==> src/rtl/riscv_defines.sv <==
// rtl/riscv_defines.sv - DIFT tag-path constants, load-mode encodings and load-tag FSM states
package riscv_defines;

   // Tag Propagation Register: load-side fields
   localparam int LOAD_EN_ADDR  = 10;
   localparam int LOAD_EN_DATA  = 11;
   localparam int LOAD_MODE_LSB = 12;
   localparam int LOAD_MODE_MSB = 13;

   // Tag Check Register: trap on loads through a tainted address
   localparam int TCR_LOAD_ADDR_CHK = 4;

   // LSU access size encodings
   localparam logic [1:0] DATA_TYPE_BYTE = 2'b00;
   localparam logic [1:0] DATA_TYPE_HALF = 2'b01;
   localparam logic [1:0] DATA_TYPE_WORD = 2'b10;

   typedef enum logic [1:0] {
      LOAD_MODE_DATA = 2'b00,
      LOAD_MODE_OR   = 2'b01,
      LOAD_MODE_AND  = 2'b10,
      LOAD_MODE_ZERO = 2'b11
   } load_mode_e;

   typedef enum logic [1:0] {
      LT_IDLE        = 2'b00,
      LT_WAIT_GNT    = 2'b01,
      LT_WAIT_RVALID = 2'b10
   } load_tag_state_e;

endpackage

==> src/rtl/riscv_tag_byte_merge.sv <==
// rtl/riscv_tag_byte_merge.sv - OR-reduction of the byte tags touched by a byte/half/word access
module riscv_tag_byte_merge
   import riscv_defines::*;
#(
   parameter int TAG_W = 1
) (
   input  logic [1:0]         data_type_i,
   input  logic [1:0]         addr_off_i,
   input  logic [4*TAG_W-1:0] byte_tag_i,
   output logic [TAG_W-1:0]   tag_o
);

   logic [3:0] byte_sel;

   // Accessed-byte mask; misaligned halves and unaligned words keep only the in-word bytes
   // because the LSU splits the access and the other half carries the remaining bytes.
   always_comb begin
      byte_sel = 4'b0000;
      case (data_type_i)
         DATA_TYPE_BYTE: byte_sel = 4'b0001 << addr_off_i;
         DATA_TYPE_HALF: byte_sel = (addr_off_i == 2'd3) ? 4'b1000 : (4'b0011 << addr_off_i);
         default:        byte_sel = 4'b1111 << addr_off_i;
      endcase
   end

   // OR together the tags of the selected bytes
   always_comb begin
      tag_o = '0;
      for (int k = 0; k < 4; k++) begin
         if (byte_sel[k]) begin
            tag_o = tag_o | byte_tag_i[k*TAG_W +: TAG_W];
         end
      end
   end

endmodule

==> src/rtl/riscv_load_tag_propagate.sv <==
// rtl/riscv_load_tag_propagate.sv - load-side DIFT tag tracker; DIFT_LOAD_ADDR_CHECK_EN adds the tainted-address load check
module riscv_load_tag_propagate
   import riscv_defines::*;
#(
   parameter int TAG_W = 1
) (
   input  logic                 clk,
   input  logic                 rst,
   input  logic [31:0]          tpr_i,
   input  logic                 data_req_ex_i,
   input  logic                 data_we_ex_i,
   input  logic [1:0]           data_type_ex_i,
   input  logic [1:0]           data_addr_off_i,
   input  logic [TAG_W-1:0]     tag_addr_i,
   input  logic                 data_gnt_i,
   input  logic                 data_rvalid_i,
   input  logic [4*TAG_W-1:0]   data_rtag_i,
   input  logic [31:0]          tcr_i,
   output logic [TAG_W-1:0]     tag_wb_o,
   output logic                 tag_wb_valid_o,
   output logic                 tag_exc_o,
   output logic                 busy_o
);

   load_tag_state_e  state_q, state_d;
   logic             en_addr_q, en_addr_d;
   logic             en_data_q, en_data_d;
   load_mode_e       mode_q, mode_d;
   logic [TAG_W-1:0] tag_addr_q, tag_addr_d;
   logic [1:0]       type_q, type_d;
   logic [1:0]       off_q, off_d;
   logic [TAG_W-1:0] tag_wb_q, tag_wb_d;
   logic             valid_q, valid_d;

   logic             load_req;
   logic             capture;
   logic [TAG_W-1:0] mtag;
   logic [TAG_W-1:0] a_tag;
   logic [TAG_W-1:0] m_tag;
   logic [TAG_W-1:0] result;

   logic unused_tpr;
   assign unused_tpr = ^{tpr_i[31:LOAD_MODE_MSB+1], tpr_i[LOAD_EN_ADDR-1:0]};

   assign load_req = data_req_ex_i & ~data_we_ex_i;

   riscv_tag_byte_merge #(.TAG_W(TAG_W)) u_byte_merge (
      .data_type_i (type_q),
      .addr_off_i  (off_q),
      .byte_tag_i  (data_rtag_i),
      .tag_o       (mtag)
   );

   // Combine the gated address and memory tags under the snapshotted load mode
   always_comb begin
      a_tag  = tag_addr_q & {TAG_W{en_addr_q}};
      m_tag  = mtag & {TAG_W{en_data_q}};
      result = '0;
      case (mode_q)
         LOAD_MODE_DATA: result = m_tag;
         LOAD_MODE_OR:   result = a_tag | m_tag;
         LOAD_MODE_AND:  result = a_tag & m_tag;
         default:        result = '0;
      endcase
   end

   // Handshake FSM: one load in flight, back-to-back recapture on rvalid
   always_comb begin
      state_d = state_q;
      valid_d = 1'b0;
      tag_wb_d = tag_wb_q;
      capture = 1'b0;
      case (state_q)
         LT_IDLE: begin
            if (load_req) begin
               capture = 1'b1;
               state_d = data_gnt_i ? LT_WAIT_RVALID : LT_WAIT_GNT;
            end
         end
         LT_WAIT_GNT: begin
            if (data_gnt_i) begin
               state_d = LT_WAIT_RVALID;
            end
         end
         LT_WAIT_RVALID: begin
            if (data_rvalid_i) begin
               valid_d  = 1'b1;
               tag_wb_d = result;
               if (load_req) begin
                  capture = 1'b1;
                  state_d = data_gnt_i ? LT_WAIT_RVALID : LT_WAIT_GNT;
               end else begin
                  state_d = LT_IDLE;
               end
            end
         end
         default: state_d = LT_IDLE;
      endcase
   end

   // Snapshot the request-side fields when a load is accepted into the tracker
   always_comb begin
      en_addr_d  = en_addr_q;
      en_data_d  = en_data_q;
      mode_d     = mode_q;
      tag_addr_d = tag_addr_q;
      type_d     = type_q;
      off_d      = off_q;
      if (capture) begin
         en_addr_d  = tpr_i[LOAD_EN_ADDR];
         en_data_d  = tpr_i[LOAD_EN_DATA];
         mode_d     = load_mode_e'(tpr_i[LOAD_MODE_MSB:LOAD_MODE_LSB]);
         tag_addr_d = tag_addr_i;
         type_d     = data_type_ex_i;
         off_d      = data_addr_off_i;
      end
   end

   // State and capture registers; reset wins over everything, dropping any pending pulse
   always_ff @(posedge clk) begin
      if (rst) begin
         state_q    <= LT_IDLE;
         en_addr_q  <= 1'b0;
         en_data_q  <= 1'b0;
         mode_q     <= LOAD_MODE_DATA;
         tag_addr_q <= '0;
         type_q     <= 2'b00;
         off_q      <= 2'b00;
         tag_wb_q   <= '0;
         valid_q    <= 1'b0;
      end else begin
         state_q    <= state_d;
         en_addr_q  <= en_addr_d;
         en_data_q  <= en_data_d;
         mode_q     <= mode_d;
         tag_addr_q <= tag_addr_d;
         type_q     <= type_d;
         off_q      <= off_d;
         tag_wb_q   <= tag_wb_d;
         valid_q    <= valid_d;
      end
   end

`ifdef DIFT_LOAD_ADDR_CHECK_EN
   logic chk_q, chk_d;
   logic exc_q, exc_d;
   logic unused_tcr;
   assign unused_tcr = ^{tcr_i[31:TCR_LOAD_ADDR_CHK+1], tcr_i[TCR_LOAD_ADDR_CHK-1:0]};

   // Address-taint check decided at request time, reported alongside the writeback pulse
   always_comb begin
      chk_d = capture ? (tcr_i[TCR_LOAD_ADDR_CHK] & (|tag_addr_i)) : chk_q;
      exc_d = valid_d & chk_q;
   end

   // Check flag and exception registers
   always_ff @(posedge clk) begin
      if (rst) begin
         chk_q <= 1'b0;
         exc_q <= 1'b0;
      end else begin
         chk_q <= chk_d;
         exc_q <= exc_d;
      end
   end

   assign tag_exc_o = exc_q;
`else
   logic unused_tcr;
   assign unused_tcr = ^tcr_i;
   assign tag_exc_o  = 1'b0;
`endif

   assign tag_wb_o       = tag_wb_q;
   assign tag_wb_valid_o = valid_q;
   assign busy_o         = (state_q != LT_IDLE);

endmodule
==> config.mk <==
export PLATFORM = sky130hd
export DESIGN_NAME = riscv_load_tag_propagate
export DESIGN_NICKNAME = d
export VERILOG_FILES = /design/src/rtl/riscv_defines.sv /design/src/rtl/riscv_tag_byte_merge.sv /design/src/rtl/riscv_load_tag_propagate.sv
export SDC_FILE = /design/constraint.sdc
export NUM_CORES = 1
export LEC_CHECK = 0
export ABC_AREA = 0
export BUFFER_PORTS_ARGS = -buffer_cell sky130_fd_sc_hd__buf_2
export CORE_MARGIN = 4
export CORE_UTILIZATION = 32
export CTS_CLUSTER_DIAMETER = 100
export DETAILED_ROUTE_END_ITERATION = 8
export PLACE_DENSITY = 0.9
export SLEW_MARGIN = 20
export SYNTH_ARGS = -nofsm -noshare
export SYNTH_HDL_FRONTEND = slang
export SYNTH_HIERARCHICAL = 1
export SYNTH_SLANG_ARGS = --single-unit
==> constraint.sdc <==
create_clock -name clk -period 2.1 [get_ports clk]
set_input_delay 0.42 -clock clk [delete_from_list [all_inputs] [get_ports clk]]
set_output_delay 0.42 -clock clk [all_outputs]
set_load 0.02 [all_outputs]
# --- Word-level counts from Yosys, hierarchy flattened ---
# Index checks and enable logic that the tools add are counted.
word_totals:
  register_bits: 13
  output_inout_bits: 4
op_classes:
  n_eq_ne: 9
  shift: 3
  muxes: 17
  n_bitwise: 10
  reduce_logical: 7
op_table:
  columns: ["op", "n"]
  rows:
  - ["$mux W2", 5]
  - ["$pmux W4 S2", 1]
  - ["$mux W1", 7]
  - ["$eq A2 B1 Y1 const B", 3]
  - ["$eq A2 B2 Y1 const B", 3]
  - ["$logic_not A2 Y1", 3]
  - ["$ne A2 B2 Y1 const B", 3]
  - ["$pmux W2 S3", 1]
  - ["$and A1 B1 Y1", 4]
  - ["$mux W4", 1]
  - ["$or A1 B1 Y1", 4]
  - ["$shl A1 B2 Y4 const A", 1]
  - ["$shl A2 B2 Y4 const A", 1]
  - ["$shl A4 B2 Y4 const A", 1]
  - ["$pmux W1 S3", 1]
  - ["$reduce_and A3 Y1", 1]
  - ["$not A1 Y1", 2]
  - ["$pmux W1 S2", 1]
  - ["$reduce_and A2 Y1", 1]
  - ["$reduce_bool A2 Y1", 1]
  - ["$reduce_or A2 Y1", 1]

# --- Longest topological paths before layout ---
depth:
  word_depth: 13
  mapped_depth: 8
  depth_no_buf: 8

# --- Cells and area by module ---
# Netlist, hierarchy kept.
by_module_without_submodules:
  columns: ["mod", "n_inst", "cells_each", "area_each_um2"]
  rows:
  - ["riscv_load_tag_propagate", 1, 65, 559.3]
  - ["riscv_tag_byte_merge", 1, 17, 126.4]

# --- Least setup slack after synthesis ---
# Ideal clock, no wire load.
synth_path:
  path_type: "register to register"
  start: "reg off_q[1]"
  end: "reg tag_wb_q, in the netlist tag_wb_o"
  setup_time_ns: 0.131
  arrival_time_ns: 1.511
  required_time_ns: 1.969
  setup_slack_ns: 0.458
  path_stages_with_launch: 9
  path_buffers: 0
  period_less_slack_ns: 1.642
  cell_sequence: "dfxtp_1 > inv_1 > ha_1 > and3b_1 > a31oi_1 > o2111ai_1 > and3b_1 > o211ai_1 > a311oi_1"
synth_between:
  elab_chain_len: 13
  elab_cells_between_ends: 17
  cone_classes: "eq/ne (1); shift (3); mux (7); bitwise (6)"
synth_rtl:
  columns: ["item", "line", "rtl"]
  rows:
  - ["start, declared", "riscv_load_tag_propagate.sv:31", "logic [1:0] off_q, off_d;"]
  - ["start signal, assigned", "riscv_load_tag_propagate.sv:128", "off_q <= 2'b00;"]
  - ["start signal, assigned", "riscv_load_tag_propagate.sv:138", "off_q <= off_d;"]
  - ["$shl A2 B2 Y4 or $eq A2 B2 Y1 (tied branches)", "riscv_tag_byte_merge.sv:21", "DATA_TYPE_HALF: byte_sel = (addr_off_i == 2'd3) ? 4'b1000 : (4'b0011 << addr_off_i);"]
  - ["$mux W4", "riscv_tag_byte_merge.sv:21", null]
  - ["$pmux W4 S2 (*)", "riscv_tag_byte_merge.sv:19", "case (data_type_i)"]
  - ["$mux W1", "riscv_tag_byte_merge.sv:30", "if (byte_sel[k]) begin"]
  - ["$or A1 B1 Y1", "riscv_tag_byte_merge.sv:31", "tag_o = tag_o | byte_tag_i[k*TAG_W +: TAG_W];"]
  - ["$mux W1", "riscv_tag_byte_merge.sv:30", null]
  - ["$or A1 B1 Y1", "riscv_tag_byte_merge.sv:31", null]
  - ["$mux W1", "riscv_tag_byte_merge.sv:30", null]
  - ["$or A1 B1 Y1", "riscv_tag_byte_merge.sv:31", null]
  - ["$mux W1 (*)", "riscv_tag_byte_merge.sv:30", null]
  - ["named net mtag", "riscv_load_tag_propagate.sv:37", "logic [TAG_W-1:0] mtag;"]
  - ["$and A1 B1 Y1 (*)", "riscv_load_tag_propagate.sv:57", "m_tag = mtag & {TAG_W{en_data_q}};"]
  - ["$and A1 B1 Y1 or $or A1 B1 Y1 (tied branches)", "riscv_load_tag_propagate.sv:62, riscv_load_tag_propagate.sv:61", null]
  - ["$pmux W1 S3 (*)", "riscv_load_tag_propagate.sv:59", "case (mode_q)"]
  - ["end signal, assigned", "riscv_load_tag_propagate.sv:139", "tag_wb_q <= tag_wb_d;"]
  - ["end, declared", "riscv_load_tag_propagate.sv:32", "logic [TAG_W-1:0] tag_wb_q, tag_wb_d;"]
# Mark *: on every way through the listed nets, which the timed path passes. The rest lies on a longest branch.
# A chain may end at the register's enable or synchronous reset.

# --- Final worst setup path ---
# Same ends and word-level chain as after synthesis.

==> flow_metrics.env <==
export IMPL_dr_first_iter_drc_count=2
export IMPL_hold_class="in -> reg"
export IMPL_crit_buf_inv=1
export IMPL_core_area_mm2=0.00200
export IMPL_fin_crit_ns=1.87
export IMPL_maxCapViolations=0
export IMPL_initial_core_util_pct=34.3
export IMPL_grt_use_total_pct=12.3
export IMPL_cp_required_ns=2.26
export IMPL_drive_above_1_share_pct=28.2
export IMPL_rsz0062_at_grt="no"
export IMPL_synth_top_area_share_pct=38.0
export IMPL_route_detailed_drc=0
export IMPL_yosysUniqueCellTypes=32
export IMPL_outcome="completed"
export IMPL_cts_max_path_buffers=2
export IMPL_netlist_instances=82
export IMPL_ir_worst_vdd_mv=0.233
export IMPL_holdWs_ns=0.337
export IMPL_finalSetupViolCount=0
export IMPL_place_inst=126
export IMPL_max_stage_delay_ns=0.46
export IMPL_io_buffers=21
export IMPL_worstPathMaxFanout=8
export IMPL_clockPowerShare_pct=30.7
export IMPL_grt_max_degree=14
export IMPL_path_clk_slew_ns=0.08
export IMPL_ys_seq_area_share_pct=38.0
export IMPL_finalNonFillerCells=130
export IMPL_die_area_mm2=0.00295
export IMPL_worstSetupStartpointType="flop"
export IMPL_wl_per_cell_um=12.5
export IMPL_hold_violations=0
export IMPL_crit_arrival_ns=2.03
export IMPL_die_width_um=54.3
export IMPL_gp_congestion=0.813
export IMPL_skew_ns=0.00112
export IMPL_rows=16
export IMPL_cpMaxStageDelayCell="dfxtp_1"
export IMPL_dp_hpwl_mm=1.25
export IMPL_slew_headroom_pct=58.5
export IMPL_cts_setup_buffers=0
export IMPL_power_total_mw=0.502
export IMPL_fillers=211
export IMPL_n_antenna_cell=0
export IMPL_synth_avg_cell_area_um2=8.36
export IMPL_seqPwrFrac_pct=53.4
export IMPL_swShare_pct=27.0
export IMPL_synth_warnings=6
export IMPL_vias_per_cell=5.14
export IMPL_design_portCount=83
export IMPL_insertion_delay_ns=0.28
export IMPL_p_leak_nw=0.354
export IMPL_cp_common_cell="and3b_1"
export IMPL_die_height_um=54.3
export IMPL_end_kind="flop"
export IMPL_synth_area_leaders="dfxtp_1, a21oi_1, nand3_1"
export IMPL_p_per_area_mw_per_mm2=603
export IMPL_synth_seq_cells=13
export IMPL_htreeDepth=1
export IMPL_fin_crit_sh_pct=88.9
export IMPL_antenna_found_initial=0
export IMPL_root_buffer="clkbuf_4"
export IMPL_ctsHoldBuffers=0
export IMPL_antenna_left=0
export IMPL_cp_cell_sequence="inv_1 > ha_1 > and3b_1 > a31oi_1 > o2111ai_1 > and3b_1 > o211ai_1 > a311oi_1"
export IMPL_drt_wl_total_mm=1.63
export IMPL_max_clock_freq_ghz=0.536
export IMPL_syn_nets=163
export IMPL_fin_nets=185
export IMPL_syn_area_um2=686
export IMPL_cts_resized_gates=0
export IMPL_p_int_mw=0.366
export IMPL_first_global_vias=602
export IMPL_comb_power_share_pct=15.8
export IMPL_overflow=0
export IMPL_grt_pass1_wl_mm=2.59
export IMPL_tns_ns=0
export IMPL_cts_buffers=3
export IMPL_clkSinkCount=13
export IMPL_yosysTopAreaCell="dfxtp_1"
export IMPL_drv_slew=0
export IMPL_layout_commonest_cell="buf_2"
export IMPL_cp_top_family="compound AO/OA/AOI/OAI gates"
export IMPL_via_count=668
export IMPL_drtPass1Iterations=4
export IMPL_layout_common_cells="buf_2, dfxtp_1, a21oi_1"
export IMPL_tightest_slew_ns=0.620
export IMPL_syn_to_final_growth_pct=21.4
export IMPL_p_sw_mw=0.136
export IMPL_cts_tree="done"
export IMPL_critPathKind="reg -> reg"
[layout make-up]
class | instances | area, µm² | share of cell area, %
clock buffer | 3 | 22.5 | 2.71
clock inverter | 1 | 5.00 | 0.602
inverter | 3 | 11.3 | 1.35
multi-input combinational | 62 | 394 | 47.4
sequential | 13 | 260 | 31.3
tap | 27 | 33.8 | 4.06
timing repair buffer | 21 | 105 | 12.6
[Yosys cell counts (all sizes together)]
cell and number:
a21o 1, nor3 1, ha 2, a31oi 1, and3b 3, a211o 1
or3b 1, o311ai 1, and2b 2, dfxtp 13, nand3 9, o21ai 9
conb 1, buf 2, clkbuf 2, or2b 1, o211ai 2, nor2 1
a22oi 1, nor3b 1, nand3b 2, a311oi 1, a21oi 11, nand2 3
nor2b 3, inv 3, o2111ai 1, or2 2, nand2b 1
[logic make-up after synthesis]
kind of cell,synth area share [%]
flops,38.0
buf+inv,4.56
fa+ha+maj,3.65
compound gates,25.7
other cells,0.547
simple gates,27.6
[state kept, by name, indices dropped and copies added (netlist names)]
| signal | cells |
|---|---|
| off_q | 2 |
| en_data_q | 1 |
| mode_q | 2 |
| tag_addr_q | 1 |
| state_q | 2 |
| tag_wb_o | 1 |
| type_q | 2 |
| tag_wb_valid_o | 1 |
| en_addr_q | 1 |
[worst register-to-register path, cell delays in order (launching register included)]
cell and delay [ns]:
dfxtp_1 0.46, inv_1 0.08, ha_1 0.26, and3b_1 0.16, a31oi_1 0.16, o2111ai_1 0.15
and3b_1 0.21, o211ai_1 0.17, a311oi_1 0.11
[power groups by stage]
stage	logic, mW	clock network (mW)	registers [mW]
after global placement	0.0746	0	0.273
after detailed placement	0.0793	0	0.274
after CTS	0.0796	0.158	0.268
after global routing	0.0885	0.180	0.270
final	0.0795	0.154	0.268
after floorplan	0.0507	0	0.272
[metal layers]
layer	up-vias	global-route usage, %	routed length (µm)
met1	312	14.9	659
met3	2	3.00	100
met4	0	8.71	14
met2	17	18.9	856
li1	337	-	-
met5	-	0	0
[final timing paths]
| check | startpoint | end | slack (ns) | cells after the start |
|---|---|---|---|---|
| setup reg to reg | off_q[1]$_SDFFE_PP0P_ | tag_wb_o$_SDFFE_PP0P_ | 0.23 | 8 |
| setup / recovery | off_q[1]$_SDFFE_PP0P_ | tag_wb_o$_SDFFE_PP0P_ | 0.23 | 8 |
| hold / removal | data_gnt_i | state_q[0]$_SDFFE_PP0P_ | 0.34 | 2 |
| hold reg to reg | tag_addr_q$_SDFFE_PP0P_ | tag_addr_q$_SDFFE_PP0P_ | 0.50 | 2 |
[through the flow]
step                instance area (µm²)  utilization, %  setup WS [ns]
detailed placement                  805            40.2          0.264
CTS                                 832            41.6          0.253
global placement                    805            40.2          0.332
global route                        832            41.6         0.0642
floorplan                           686               -          0.458
finish                              832            41.6          0.234
No activity file was read; power rests on OpenSTA's default activity.
